File: config.mk
export PLATFORM = sky130hd
export DESIGN_NAME = constraint_sampler_tx_flat
export DESIGN_NICKNAME = d
export VERILOG_FILES = /design/src/rtl/constraint_sampler_pkg.sv /design/src/rtl/constraint_sampler_tx_if.sv /design/src/rtl/constraint_sampler_tx_fifo.sv /design/src/rtl/constraint_sampler_tx.sv /design/src/flat_wrapper.sv
export SDC_FILE = /design/constraint.sdc
export NUM_CORES = 2
export LEC_CHECK = 0
export CAP_MARGIN = 20
export CORE_UTILIZATION = 41
export DETAILED_ROUTE_END_ITERATION = 8
export PLACE_DENSITY = 0.6
export SETUP_SLACK_MARGIN = 0.3
export SYNTH_ARGS = -nofsm -noshare
export SYNTH_HDL_FRONTEND = slang
export SYNTH_SLANG_ARGS = --single-unit
File: constraint.sdc
create_clock -name clk -period 3.75 [get_ports clk]
set_input_delay 0.9375 -clock clk [delete_from_list [all_inputs] [get_ports clk]]
set_output_delay 0.9375 -clock clk [all_outputs]
set_load 0.05 [all_outputs]
File: src/rtl/constraint_sampler_pkg.sv
// ============================================================================
// constraint_sampler_pkg : shared types, constants and helpers for the sampler
// Rev 1.0 - initial release
// ============================================================================
`default_nettype none

package constraint_sampler_pkg;

  typedef enum logic [2:0] {
    ST_IDLE       = 3'd0,
    ST_FILL       = 3'd1,
    ST_CHECK      = 3'd2,
    ST_WAIT_SPACE = 3'd3,
    ST_DONE       = 3'd4
  } state_e;

  localparam int          XS_SH1       = 13;
  localparam int          XS_SH2       = 17;
  localparam int          XS_SH3       = 5;
  localparam logic [31:0] DEFAULT_SEED = 32'h1;

  function automatic int calc_words(input int vec_w, input int word_w);
    return (vec_w + word_w - 1) / word_w;
  endfunction

  function automatic logic [31:0] xorshift32(input logic [31:0] x);
    logic [31:0] y;
    y = x ^ (x << XS_SH1);
    y = y ^ (y >> XS_SH2);
    y = y ^ (y << XS_SH3);
    return y;
  endfunction

endpackage

`default_nettype wire

File: src/rtl/constraint_sampler_tx_if.sv
// ============================================================================
// constraint_sampler_tx_if : checker (candidate/sat) and result-stream bundle
// Rev 1.0 - initial release
// ============================================================================
`default_nettype none

interface constraint_sampler_tx_if #(
  parameter int VEC_W = 205
);

  logic [VEC_W-1:0] cand_o;
  logic             cand_valid_o;
  logic             sat_i;
  logic [VEC_W-1:0] out_data_o;
  logic             out_valid_o;
  logic             out_ready_i;

  // master: the sampler; slave: checker plus result sink
  modport master (
    output cand_o, cand_valid_o, out_data_o, out_valid_o,
    input  sat_i, out_ready_i
  );

  modport slave (
    input  cand_o, cand_valid_o, out_data_o, out_valid_o,
    output sat_i, out_ready_i
  );

endinterface

`default_nettype wire

File: src/rtl/constraint_sampler_tx_fifo.sv
// ============================================================================
// sampler_fifo : synchronous FIFO with simultaneous push/pop, even when full
// Rev 1.0 - initial release
// ============================================================================
`default_nettype none

module sampler_fifo #(
  parameter int WIDTH = 8,
  parameter int DEPTH = 4
) (
  input  wire logic             clk,
  input  wire logic             rst,
  input  wire logic             push_i,
  input  wire logic [WIDTH-1:0] data_i,
  input  wire logic             pop_i,
  output logic      [WIDTH-1:0] data_o,
  output logic                  full_o,
  output logic                  empty_o
);

  localparam int PTR_W = (DEPTH > 1) ? $clog2(DEPTH) : 1;
  localparam int CNT_W = $clog2(DEPTH + 1);

  logic [WIDTH-1:0] mem_q [DEPTH];
  logic [WIDTH-1:0] mem_d [DEPTH];
  logic [PTR_W-1:0] wr_ptr_q, wr_ptr_d;
  logic [PTR_W-1:0] rd_ptr_q, rd_ptr_d;
  logic [CNT_W-1:0] count_q, count_d;
  logic             do_push;
  logic             do_pop;

  assign full_o  = (count_q == CNT_W'(DEPTH));
  assign empty_o = (count_q == '0);
  assign data_o  = mem_q[rd_ptr_q];

  // A pop frees the slot the same-cycle push writes into, so full+pop accepts a push
  assign do_pop  = pop_i && !empty_o;
  assign do_push = push_i && (!full_o || do_pop);

  always_comb begin
    mem_d    = mem_q;
    wr_ptr_d = wr_ptr_q;
    rd_ptr_d = rd_ptr_q;
    count_d  = count_q;
    if (do_push) begin
      mem_d[wr_ptr_q] = data_i;
      wr_ptr_d        = wr_ptr_q + 1'b1;
    end
    if (do_pop) begin
      rd_ptr_d = rd_ptr_q + 1'b1;
    end
    case ({do_push, do_pop})
      2'b10:   count_d = count_q + 1'b1;
      2'b01:   count_d = count_q - 1'b1;
      default: count_d = count_q;
    endcase
  end

  always_ff @(posedge clk) begin
    if (rst) begin
      for (int i = 0; i < DEPTH; i++) begin
        mem_q[i] <= '0;
      end
      wr_ptr_q <= '0;
      rd_ptr_q <= '0;
      count_q  <= '0;
    end else begin
      mem_q    <= mem_d;
      wr_ptr_q <= wr_ptr_d;
      rd_ptr_q <= rd_ptr_d;
      count_q  <= count_d;
    end
  end

endmodule

`default_nettype wire

File: src/rtl/constraint_sampler_tx.sv
// ============================================================================
// constraint_sampler_tx : xorshift candidate generator feeding a constraint
//                         checker; satisfying vectors are queued and streamed
// Rev 1.0 - initial release
// ============================================================================
`default_nettype none

module constraint_sampler_tx
  import constraint_sampler_pkg::*;
#(
  parameter int VEC_W      = 205,
  parameter int WORD_W     = 32,
  parameter int FIFO_DEPTH = 4,
  parameter int CNT_W      = 32
) (
  input  wire logic             clk,
  input  wire logic             rst,
  input  wire logic             start_i,
  input  wire logic [31:0]      seed_i,
  input  wire logic [CNT_W-1:0] num_i,
  input  wire logic [CNT_W-1:0] max_attempts_i,
  constraint_sampler_tx_if.master bus,
  output logic                  busy_o,
  output logic                  done_o,
  output logic                  exhausted_o,
  output logic      [CNT_W-1:0] attempts_o,
  output logic      [CNT_W-1:0] solutions_o
);

  localparam int             WORDS    = calc_words(VEC_W, WORD_W);
  localparam int             IDX_W    = (WORDS > 1) ? $clog2(WORDS) : 1;
  localparam logic [IDX_W-1:0] LAST_IDX = IDX_W'(WORDS - 1);

  state_e           state_q, state_d;
  logic [IDX_W-1:0] fill_idx_q, fill_idx_d;
  logic [31:0]      xs_q, xs_d;
  logic [VEC_W-1:0] cand_q, cand_d;
  logic [CNT_W-1:0] num_q, num_d;
  logic [CNT_W-1:0] cap_q, cap_d;
  logic [CNT_W-1:0] att_q, att_d;
  logic [CNT_W-1:0] sol_q, sol_d;
  logic             exh_q, exh_d;

  logic [31:0]      xs_next;
  logic [WORD_W-1:0] gen_word;
  logic [VEC_W-1:0] cand_fill;
  logic             push;
  logic             pop;
  logic             resolve;
  logic             fifo_full;
  logic             fifo_empty;

  function automatic logic [CNT_W-1:0] sat_inc(input logic [CNT_W-1:0] v);
    return (&v) ? v : v + 1'b1;
  endfunction

  assign xs_next  = xorshift32(xs_q);
  assign gen_word = WORD_W'(xs_next);

  // Slice j of the candidate takes the fresh word only in fill cycle j; the
  // last slice is narrower when VEC_W is not a multiple of WORD_W
  for (genvar j = 0; j < WORDS; j++) begin : g_word
    localparam int LO = j * WORD_W;
    localparam int HI = (((LO + WORD_W) < VEC_W) ? (LO + WORD_W) : VEC_W) - 1;
    assign cand_fill[HI:LO] = (fill_idx_q == IDX_W'(j)) ? gen_word[HI-LO:0]
                                                        : cand_q[HI:LO];
  end

  assign pop = bus.out_valid_o && bus.out_ready_i;

  always_comb begin
    state_d    = state_q;
    fill_idx_d = fill_idx_q;
    xs_d       = xs_q;
    cand_d     = cand_q;
    num_d      = num_q;
    cap_d      = cap_q;
    att_d      = att_q;
    sol_d      = sol_q;
    exh_d      = exh_q;
    push       = 1'b0;
    resolve    = 1'b0;

    case (state_q)
      ST_IDLE, ST_DONE: begin
        if (start_i) begin
          num_d      = num_i;
          cap_d      = max_attempts_i;
          att_d      = '0;
          sol_d      = '0;
          exh_d      = 1'b0;
          xs_d       = (seed_i == 32'h0) ? DEFAULT_SEED : seed_i;
          fill_idx_d = '0;
          state_d    = (num_i == '0) ? ST_DONE : ST_FILL;
        end
      end
      ST_FILL: begin
        xs_d   = xs_next;
        cand_d = cand_fill;
        if (fill_idx_q == LAST_IDX) begin
          fill_idx_d = '0;
          state_d    = ST_CHECK;
        end else begin
          fill_idx_d = fill_idx_q + 1'b1;
        end
      end
      ST_CHECK: begin
        att_d = sat_inc(att_q);
        if (bus.sat_i && fifo_full && !pop) begin
          state_d = ST_WAIT_SPACE;
        end else begin
          if (bus.sat_i) begin
            push  = 1'b1;
            sol_d = sat_inc(sol_q);
          end
          resolve = 1'b1;
        end
      end
      ST_WAIT_SPACE: begin
        if (!fifo_full || pop) begin
          push    = 1'b1;
          sol_d   = sat_inc(sol_q);
          resolve = 1'b1;
        end
      end
      default: begin
        state_d = ST_IDLE;
      end
    endcase

    // Solutions win over the cap so a satisfying final attempt is not "exhausted"
    if (resolve) begin
      if (sol_d == num_q) begin
        state_d = ST_DONE;
      end else if ((cap_q != '0) && (att_d == cap_q)) begin
        state_d = ST_DONE;
        exh_d   = 1'b1;
      end else begin
        state_d = ST_FILL;
      end
    end
  end

  always_ff @(posedge clk) begin
    if (rst) begin
      state_q    <= ST_IDLE;
      fill_idx_q <= '0;
      xs_q       <= DEFAULT_SEED;
      cand_q     <= '0;
      num_q      <= '0;
      cap_q      <= '0;
      att_q      <= '0;
      sol_q      <= '0;
      exh_q      <= 1'b0;
    end else begin
      state_q    <= state_d;
      fill_idx_q <= fill_idx_d;
      xs_q       <= xs_d;
      cand_q     <= cand_d;
      num_q      <= num_d;
      cap_q      <= cap_d;
      att_q      <= att_d;
      sol_q      <= sol_d;
      exh_q      <= exh_d;
    end
  end

  sampler_fifo #(
    .WIDTH (VEC_W),
    .DEPTH (FIFO_DEPTH)
  ) u_fifo (
    .clk     (clk),
    .rst     (rst),
    .push_i  (push),
    .data_i  (cand_q),
    .pop_i   (pop),
    .data_o  (bus.out_data_o),
    .full_o  (fifo_full),
    .empty_o (fifo_empty)
  );

  assign bus.out_valid_o  = !fifo_empty;
  assign bus.cand_o       = cand_q;
  assign bus.cand_valid_o = (state_q == ST_CHECK);
  assign busy_o           = (state_q != ST_IDLE) && (state_q != ST_DONE);
  assign done_o           = (state_q == ST_DONE);
  assign exhausted_o      = exh_q;
  assign attempts_o       = att_q;
  assign solutions_o      = sol_q;

endmodule

`default_nettype wire
File: src/flat_wrapper.sv
// flat-port wrapper written by rule: the top's interface ports become plain ports
module constraint_sampler_tx_flat import constraint_sampler_pkg::*;
#(
  parameter int VEC_W      = 205,
  parameter int WORD_W     = 32,
  parameter int FIFO_DEPTH = 4,
  parameter int CNT_W      = 32
)
  (clk, rst, start_i, seed_i, num_i, max_attempts_i, busy_o, done_o, exhausted_o, attempts_o, solutions_o, bus_cand_o, bus_cand_valid_o, bus_out_data_o, bus_out_valid_o, bus_sat_i, bus_out_ready_i);
  constraint_sampler_tx_if #(.VEC_W(VEC_W)) bus_i ();
  input  wire logic clk;
  input  wire logic rst;
  input  wire logic start_i;
  input  wire logic [31:0] seed_i;
  input  wire logic [CNT_W-1:0] num_i;
  input  wire logic [CNT_W-1:0] max_attempts_i;
  output logic busy_o;
  output logic done_o;
  output logic exhausted_o;
  output logic      [CNT_W-1:0] attempts_o;
  output logic      [CNT_W-1:0] solutions_o;
  output wire logic [$bits(bus_i.cand_o)-1:0] bus_cand_o;
  output wire logic [$bits(bus_i.cand_valid_o)-1:0] bus_cand_valid_o;
  output wire logic [$bits(bus_i.out_data_o)-1:0] bus_out_data_o;
  output wire logic [$bits(bus_i.out_valid_o)-1:0] bus_out_valid_o;
  input wire logic [$bits(bus_i.sat_i)-1:0] bus_sat_i;
  input wire logic [$bits(bus_i.out_ready_i)-1:0] bus_out_ready_i;
  assign bus_cand_o = bus_i.cand_o;
  assign bus_cand_valid_o = bus_i.cand_valid_o;
  assign bus_out_data_o = bus_i.out_data_o;
  assign bus_out_valid_o = bus_i.out_valid_o;
  assign bus_i.sat_i = bus_sat_i;
  assign bus_i.out_ready_i = bus_out_ready_i;
  constraint_sampler_tx #(.VEC_W(VEC_W), .WORD_W(WORD_W), .FIFO_DEPTH(FIFO_DEPTH), .CNT_W(CNT_W)) u_core (.clk(clk), .rst(rst), .start_i(start_i), .seed_i(seed_i), .num_i(num_i), .max_attempts_i(max_attempts_i), .bus(bus_i), .busy_o(busy_o), .done_o(done_o), .exhausted_o(exhausted_o), .attempts_o(attempts_o), .solutions_o(solutions_o));
endmodule
# After elaboration in Yosys (flattened, before gate mapping)
# Index checks and enable logic that the tools add are counted.
totals:
  elab_cells: 134
  ff_bits: 1199
op_classes:
  n_addsub: 7
  n_lt_le_gt_ge: 3
  n_bitwise: 5
  n_eq_ne: 21
  reduce_logical: 35
  n_mux: 41
ops:
  columns: ["cell", "count"]
  rows:
  - ["bitwise mux 820 bit", 1]
  - ["two-way mux 205 bit", 3]
  - ["binary-select mux 205 bit (select 2 bit)", 1]
  - ["demux 205 bit (select 2 bit)", 1]
  - ["two-way mux 32 bit", 9]
  - ["one-hot mux 32 bit (2 select lines)", 2]
  - ["one-hot mux 32 bit (3 select lines)", 1]
  - ["adder 32 x 1 -> 32 bit (second input constant)", 2]
  - ["== test 32 bit", 2]
  - ["zero test 32 bit", 2]
  - ["AND reduction 32 bit", 2]
  - ["XOR 32 bit", 2]
  - ["nonzero test 32 bit", 1]
  - ["XOR 32 x 15 -> 32 bit", 1]
  - ["two-way mux 3 bit", 9]
  - ["AND reduction 2 bit", 9]
  - ["== test 3 bit (second input constant)", 5]
  - ["== test 3 x 2 -> 1 bit (second input constant)", 4]
  - ["one-hot mux 3 bit (2 select lines)", 2]
  - ["one-hot mux 3 bit (4 select lines)", 1]
  - ["zero test 3 bit", 3]
  - ["two-way mux 1 bit", 9]
  - ["logical AND 1 bit", 8]
  - ["adder 3 x 1 -> 3 bit (second input constant)", 2]
  - ["20 further kinds", 30]

# Longest topological paths before layout
depth:
  ltp_word: 10
  mapped_depth: 14
  ltp_nobuf: 11

# Cells and area by module
# From an unflattened synthesis, not the netlist that was laid out.
unflattened:
  cells_unflattened: 5318
  hier_area_um2: 54682.4
modules_own_cells:
  columns: ["module", "area_per_inst_um2", "seq_area_each_um2", "cells_per_inst", "instances"]
  rows:
  - ["sampler_fifo", 37460.9, 16555.9, 3177, 1]
  - ["constraint_sampler_tx", 17221.5, 7447.1, 2141, 1]

# Least setup slack after synthesis
# OpenSTA, ideal clock, no wires.
synth_timing:
  kind: "reg2reg"
  start: "register u_core.sol_q[0] (netlist: u_core.solutions_o[0])"
  end: "register u_core.state_q[2]"
  t_required_ns: 3.671
  arrival_time_ns: 3.622
  path_slack_ns: 0.049
  stages_incl_launch_ff: 13
  path_buffers: 1
  path_cell_list: "dfxtp_1 ha_1 nand3_1 nor4_1 and3_1 buf_2 nor4_1 mux2_2 xnor2_1 nor4b_1 nand4_1 or3_1 a211oi_2"
synth_between:
  elab_chain_len: 8
  word_cells_on_any_way: 11
synth_rtl:
  columns: ["item", "line_no", "source"]
  rows:
  - ["start: declaration", "constraint_sampler_tx.sv:41", "logic [CNT_W-1:0] sol_q, sol_d;"]
  - ["start signal: assignment", "constraint_sampler_tx.sv:163", "sol_q <= sol_d;"]
  - ["adder 32 x 1 -> 32 bit or AND reduction 32 bit (tied branches)", "constraint_sampler_tx.sv:54", "return (&v) ? v : v + 1'b1;"]
  - ["two-way mux 32 bit", "constraint_sampler_tx.sv:54", null]
  - ["two-way mux 32 bit", "constraint_sampler_tx.sv:112", "if (bus.sat_i) begin"]
  - ["two-way mux 32 bit", "constraint_sampler_tx.sv:109", "if (bus.sat_i && fifo_full && !pop) begin"]
  - ["one-hot mux 32 bit (3 select lines) (*)", "constraint_sampler_tx.sv:84", "case (state_q)"]
  - ["== test 32 bit (*)", "constraint_sampler_tx.sv:133", "if (sol_d == num_q) begin"]
  - ["two-way mux 3 bit (*)", "constraint_sampler_tx.sv:133", null]
  - ["two-way mux 3 bit (*)", "constraint_sampler_tx.sv:132", "if (resolve) begin"]
  - ["end signal: assignment", "constraint_sampler_tx.sv:156", "state_q <= state_d;"]
  - ["end: declaration", "constraint_sampler_tx.sv:34", "state_e state_q, state_d;"]
# Mark *: on every way between the ends. The rest lies on a longest branch, timed or not.
# A chain may end at the register's enable or synchronous reset.

# Final worst setup path
layout_timing:
  start: "register u_core.u_fifo.rd_ptr_q[1]"
  end: "output bus_out_data_o[122]"
layout_between:
  elab_chain_len: 4
layout_rtl:
  columns: ["item", "line_no", "source"]
  rows:
  - ["start: declaration", "constraint_sampler_tx_fifo.sv:27", "logic [PTR_W-1:0] rd_ptr_q, rd_ptr_d;"]
  - ["start signal: assignment", "constraint_sampler_tx_fifo.sv:70", "rd_ptr_q <= rd_ptr_d;"]
  - ["NOT 2 -> 3 bit (implied by the code)", "constraint_sampler_tx_fifo.sv:34", "assign data_o = mem_q[rd_ptr_q];"]
  - ["binary-select mux 205 bit (select 2 bit)", "constraint_sampler_tx_fifo.sv:34", null]
  - ["two-way mux 205 bit (implied by the code) (2 in a row)", "constraint_sampler_tx_fifo.sv:34", null]
  - ["end: declaration", "flat_wrapper.sv:24", "output wire logic [$bits(bus_i.out_data_o)-1:0] bus_out_data_o;"]
# No other way between the ends. The select of a mux whose other input is x is not followed.

==> metrics.csv <==
stage,metric,value,unit
outcome,outcome,completed,
synth,post-synthesis register bit count,1199,
power,switching part of the total,40.4,%
global_routing,total track usage,32.3,%
synth,total of warnings raised by yosys,0,
sta,Final Hold Slack,451,ps
sta,final critical-path share of the clock period,94.3,%
final_layout,"Area growth, synth to finish",34.2,%
synth,Mean Syn Cell Area,8.32,um^2
min_path,class of the most critical hold timing path,reg2reg,
synth,number of enable-type register cells in the synthesized netlist,0,
routing,number of DRC violations after detailed-routing iteration 0,5341,
final_layout,post-route cell area,67900,um^2
placed_design,Port Buf Inserts,579,
clock_tree,number of buffers inserted for hold repair after clock tree synthesis,0,
power,sequential group share of total power,32.9,%
sta,RSZ-0062 raised after global routing,true,
power,switching component of the power,17.4,mW
routing,first-pass iteration count of the detailed router,6,
worst_setup_path,worst-case reg-to-reg path depth,15,
die,Die Ht,353,um
power,relative contribution of the clock network to total power,31.6,%
clock_tree,cts bufs inserted,133,
clock_tree,Clk Tree Root Cell,sky130_fd_sc_hd__clkbuf_16,
die,width of the die,353,um
routing,total via count after detailed routing,48876,
clock_tree,CTS tree,yes,
clock_tree,clk buf depth,3,
min_path,hold_sp,u_core.u_fifo.mem_q[572],
global_routing,initial antenna violation count,10,
die,standard-cell row count,128,
die,Initial Util,41.4,%
power,maximum vdd ir drop,0.788,mV
sta,actual transition at the worst max-transition pin,1120,ps
sta,Highest Clock Rate,0.283,GHz
die,die outline area,125000,um^2
routing,average wire per cell in the routed design,24.5,um
power,Cell Pwr Density,635,nW/um^2
sta,post-layout worst setup margin,212,ps
global_routing,remaining global-route overflow,0,
die,IO Count,580,
worst_setup_path,register-to-register path setup slack,240,ps
placed_design,DP Wirelength,141,mm
sta,minimum clock period,3540,ps
run,max-cap violation count,0,
power,Internal,25.7,mW
worst_setup_path,Critical Path End Type,output pin,
synth,synth top area cells,"sky130_fd_sc_hd__dfxtp_1 (47%), sky130_fd_sc_hd__nand2_1 (14%), sky130_fd_sc_hd__a21oi_1 (9.8%)",
routing,post-DR vias/cell,5.69,
clock_tree,clock-pin transition on the worst setup and hold timing paths,60,ps
routing,residual antenna-violating net count after detailed routing,0,
synth,netlist area before placement,50600,um^2
synth,share of the synthesized area in the top cell type,47.4,%
final_layout,Layout Nets,6969,
routing,Remaining DRCs,0,
worst_setup_path,CP Class,reg2out,
synth,Synth Flop Type,sky130_fd_sc_hd__dfxtp_1,
worst_setup_path,startpoint of the worst register-to-register path,u_core.solutions_o[27],
synth,share of the yosys chip area belonging to registers,47.4,%
sta,number of failing setup endpoints in the final timing report,0,
global_routing,number of global-route vias before repair,45292,
worst_setup_path,kind of start point of the critical path,flip-flop,
synth,cells after synthesis,6081,
routing,Post-Route WL,210,mm
synth,Post-Synthesis Net Count,6191,
global_routing,maximum number of pins on one net before global-route repair,211,
min_path,end point of the worst hold path,u_core.u_fifo.mem_q[572],
placed_design,cell area after placement,61100,um^2
sta,worst slew margin relative to its limit,24.8,%
placed_design,Worst Setup Slack post-DPL,-1010,ps
power,static power due to leakage,23.3,nW
placed_design,routability congestion estimate from global placement,0.976,
synth,number of distinct standard cells referenced by the synthesized netlist,82,
power,Logic pwr share,35.5,%
sta,maximum clock skew at final layout,49.6,ps
clock_tree,total number of clock tree sinks,1199,
final_layout,# fillers,11008,
worst_setup_path,destination of the worst register-to-register timing path,u_core.state_q[0],
clock_tree,H-Tree Level Count,4,
die,Placeable Area,122000,um^2
sta,number of pins with negative max-slew slack in the final report,0,
synth,"Async S/R FF share, synth",0,%
synth,leading area contributor after synthesis,sky130_fd_sc_hd__dfxtp_1,
clock_tree,later-pin clock latency in the skew report,750,ps
global_routing,global-route wire length before repair,304,mm
sta,hold violation count in the final report,0,
worst_setup_path,Critical Path RT,2810,ps
worst_setup_path,arrival time worst endpoint,2600,ps
final_layout,share of cells above drive strength 1,19.6,%
worst_setup_path,Worst Path Max Fanout,8,
min_path,cell depth of the worst hold path,2,
-- cell usage after synthesis (7+ instances only) --
master,instances
sky130_fd_sc_hd__or4_1,14
sky130_fd_sc_hd__o211ai_1,12
sky130_fd_sc_hd__buf_2,13
sky130_fd_sc_hd__inv_1,23
sky130_fd_sc_hd__dfxtp_1,1199
sky130_fd_sc_hd__nand2_1,1942
sky130_fd_sc_hd__mux2i_1,18
sky130_fd_sc_hd__o31ai_1,7
sky130_fd_sc_hd__and4_1,17
sky130_fd_sc_hd__ha_1,8
sky130_fd_sc_hd__xnor2_1,72
sky130_fd_sc_hd__a31oi_1,19
sky130_fd_sc_hd__o311ai_0,7
sky130_fd_sc_hd__and2_1,27
sky130_fd_sc_hd__a221oi_1,29
sky130_fd_sc_hd__mux4_2,205
sky130_fd_sc_hd__clkbuf_1,414
sky130_fd_sc_hd__nand3b_1,8
sky130_fd_sc_hd__a21oi_1,991
sky130_fd_sc_hd__a2111oi_0,10
sky130_fd_sc_hd__nor4_1,61
sky130_fd_sc_hd__xor2_1,35
sky130_fd_sc_hd__buf_1,55
sky130_fd_sc_hd__nand3_1,60
sky130_fd_sc_hd__or3_1,18
sky130_fd_sc_hd__and3_1,31
sky130_fd_sc_hd__a211oi_1,147
sky130_fd_sc_hd__mux2_2,15
sky130_fd_sc_hd__o21ai_0,41
sky130_fd_sc_hd__nor2_1,363
sky130_fd_sc_hd__nand4_1,57
sky130_fd_sc_hd__nor3_1,33
-- state kept, by name (all words and copies together) (netlist names), 32 cells and up --
name                 flops
u_core.attempts_o       32
u_core.xs_q             32
u_core.solutions_o      32
u_core.cap_q            32
u_core.u_fifo.mem_q    820
u_core.bus.cand_o      205
u_core.num_q            32
-- final cells by class --
class                      instances  area, um^2  share of cell area [%]
antenna                            1        2.50                 0.00368
clock buffer                     193        3900                    5.74
clock inverter                    47         684                    1.01
inverter                          24        95.1                   0.140
multi-input combinational       4373       25700                    37.8
sequential                      1199       24100                    35.5
tap                             1625        2030                    2.99
timing repair buffer            1128       11400                    16.8
-- metrics by stage --
step	total power [mW]	setup TNS, ps	util (%)	instances
6_report	43.2	0	55.6	8590
5_1_grt	44.2	0	55.6	8590
4_1_cts	43.2	0	54.9	8554
3_5_place_dp	29.3	-2940	50.0	8250
3_3_place_gp	29.2	-3020	50.0	8248
2_1_floorplan	19.8	0	-	6081
-- logic make-up (layout without fill, tap and decap cells) --
logic type                 Yosys count  in the layout  synth area share [%]
DFF                               1199           1199                  47.4
and+or+nand+nor                   2674           2674                  21.8
adders and majority gates            9              9                 0.237
xor gates and xnor gates           107            107                  1.85
other                                0              1                     0
buffers and inverters              509           1392                  3.85
AOI/OAI and AO/OA                 1345           1345                  15.1
muxes                              238            238                  9.81
-- per-layer routing --
metal / track usage [%] / share of wire (%) / vias up
met3: 5.42 / 7.4 / 399
met2: 50.7 / 46 / 2137
met1: 44.5 / 43 / 23863
li1: - / - / 22469
met4: 12.4 / 3.9 / 8
met5: 0 / 0.026 / -
-- critical path: stages, from the launching register on --
cell and delay [ps]:
sky130_fd_sc_hd__dfxtp_4 370, sky130_fd_sc_hd__buf_12 120, sky130_fd_sc_hd__buf_16 100, sky130_fd_sc_hd__buf_12 110, sky130_fd_sc_hd__buf_16 140, sky130_fd_sc_hd__buf_12 150, sky130_fd_sc_hd__buf_12 140, sky130_fd_sc_hd__mux4_2 540
sky130_fd_sc_hd__buf_8 170
-- power by group through the flow --
| stage | sequential, mW | clock [mW] | combinational (mW) |
|---|---|---|---|
| 2_1_floorplan | 14.8 | 0 | 4.98 |
| 3_3_place_gp | 14.5 | 0 | 14.7 |
| 3_5_place_dp | 14.5 | 0 | 14.8 |
| 4_1_cts | 14.2 | 13.8 | 15.2 |
| 5_1_grt | 14.3 | 14.3 | 15.7 |
| 6_report | 14.2 | 13.6 | 15.3 |
-- worst max path at each step --
stage                               end                      start  cells past startpoint
floorplan             u_core.state_q[2]            bus_out_ready_i                     11
global placement      u_core.state_q[0]                    start_i                     12
detailed placement    u_core.state_q[2]                    start_i                     13
CTS                 bus_out_data_o[104]  u_core.u_fifo.rd_ptr_q[1]                      8
global route          u_core.state_q[0]      u_core.solutions_o[8]                     16
finish              bus_out_data_o[122]  u_core.u_fifo.rd_ptr_q[1]                      8
-- cells in the final DEF, fill, tap and decap left out, types with 17 or more instances in the layout --
cell,n
sky130_fd_sc_hd__nand3_1,51
sky130_fd_sc_hd__nor2_1,359
sky130_fd_sc_hd__buf_12,91
sky130_fd_sc_hd__nand2_1,1936
sky130_fd_sc_hd__inv_1,22
sky130_fd_sc_hd__nor4_1,46
sky130_fd_sc_hd__a221oi_1,29
sky130_fd_sc_hd__clkdlybuf4s15_2,32
sky130_fd_sc_hd__clkbuf_1,31
sky130_fd_sc_hd__and3_1,29
sky130_fd_sc_hd__buf_4,436
sky130_fd_sc_hd__or3_1,17
sky130_fd_sc_hd__dfxtp_1,1157
sky130_fd_sc_hd__clkbuf_8,24
sky130_fd_sc_hd__xnor2_1,50
sky130_fd_sc_hd__nand4_1,57
sky130_fd_sc_hd__dlygate4sd2_1,22
sky130_fd_sc_hd__xnor2_2,22
sky130_fd_sc_hd__dfxtp_2,31
sky130_fd_sc_hd__clkbuf_2,31
sky130_fd_sc_hd__xor2_1,25
sky130_fd_sc_hd__a211oi_1,145
sky130_fd_sc_hd__clkinv_2,20
sky130_fd_sc_hd__buf_6,86
sky130_fd_sc_hd__and2_1,20
sky130_fd_sc_hd__clkbuf_16,142
sky130_fd_sc_hd__o21ai_0,36
sky130_fd_sc_hd__buf_8,29
sky130_fd_sc_hd__mux4_2,205
sky130_fd_sc_hd__clkdlybuf4s50_1,368
sky130_fd_sc_hd__a21oi_1,991
sky130_fd_sc_hd__nor3_1,23
-- timing repair --
action	CTS	global route
gates cloned	7	4
endpoints found under the setup margin	201	130
setup buffers	57	31
pin swaps	32	41
resized for setup	426	213
Power figures use the tool's default switching activity.
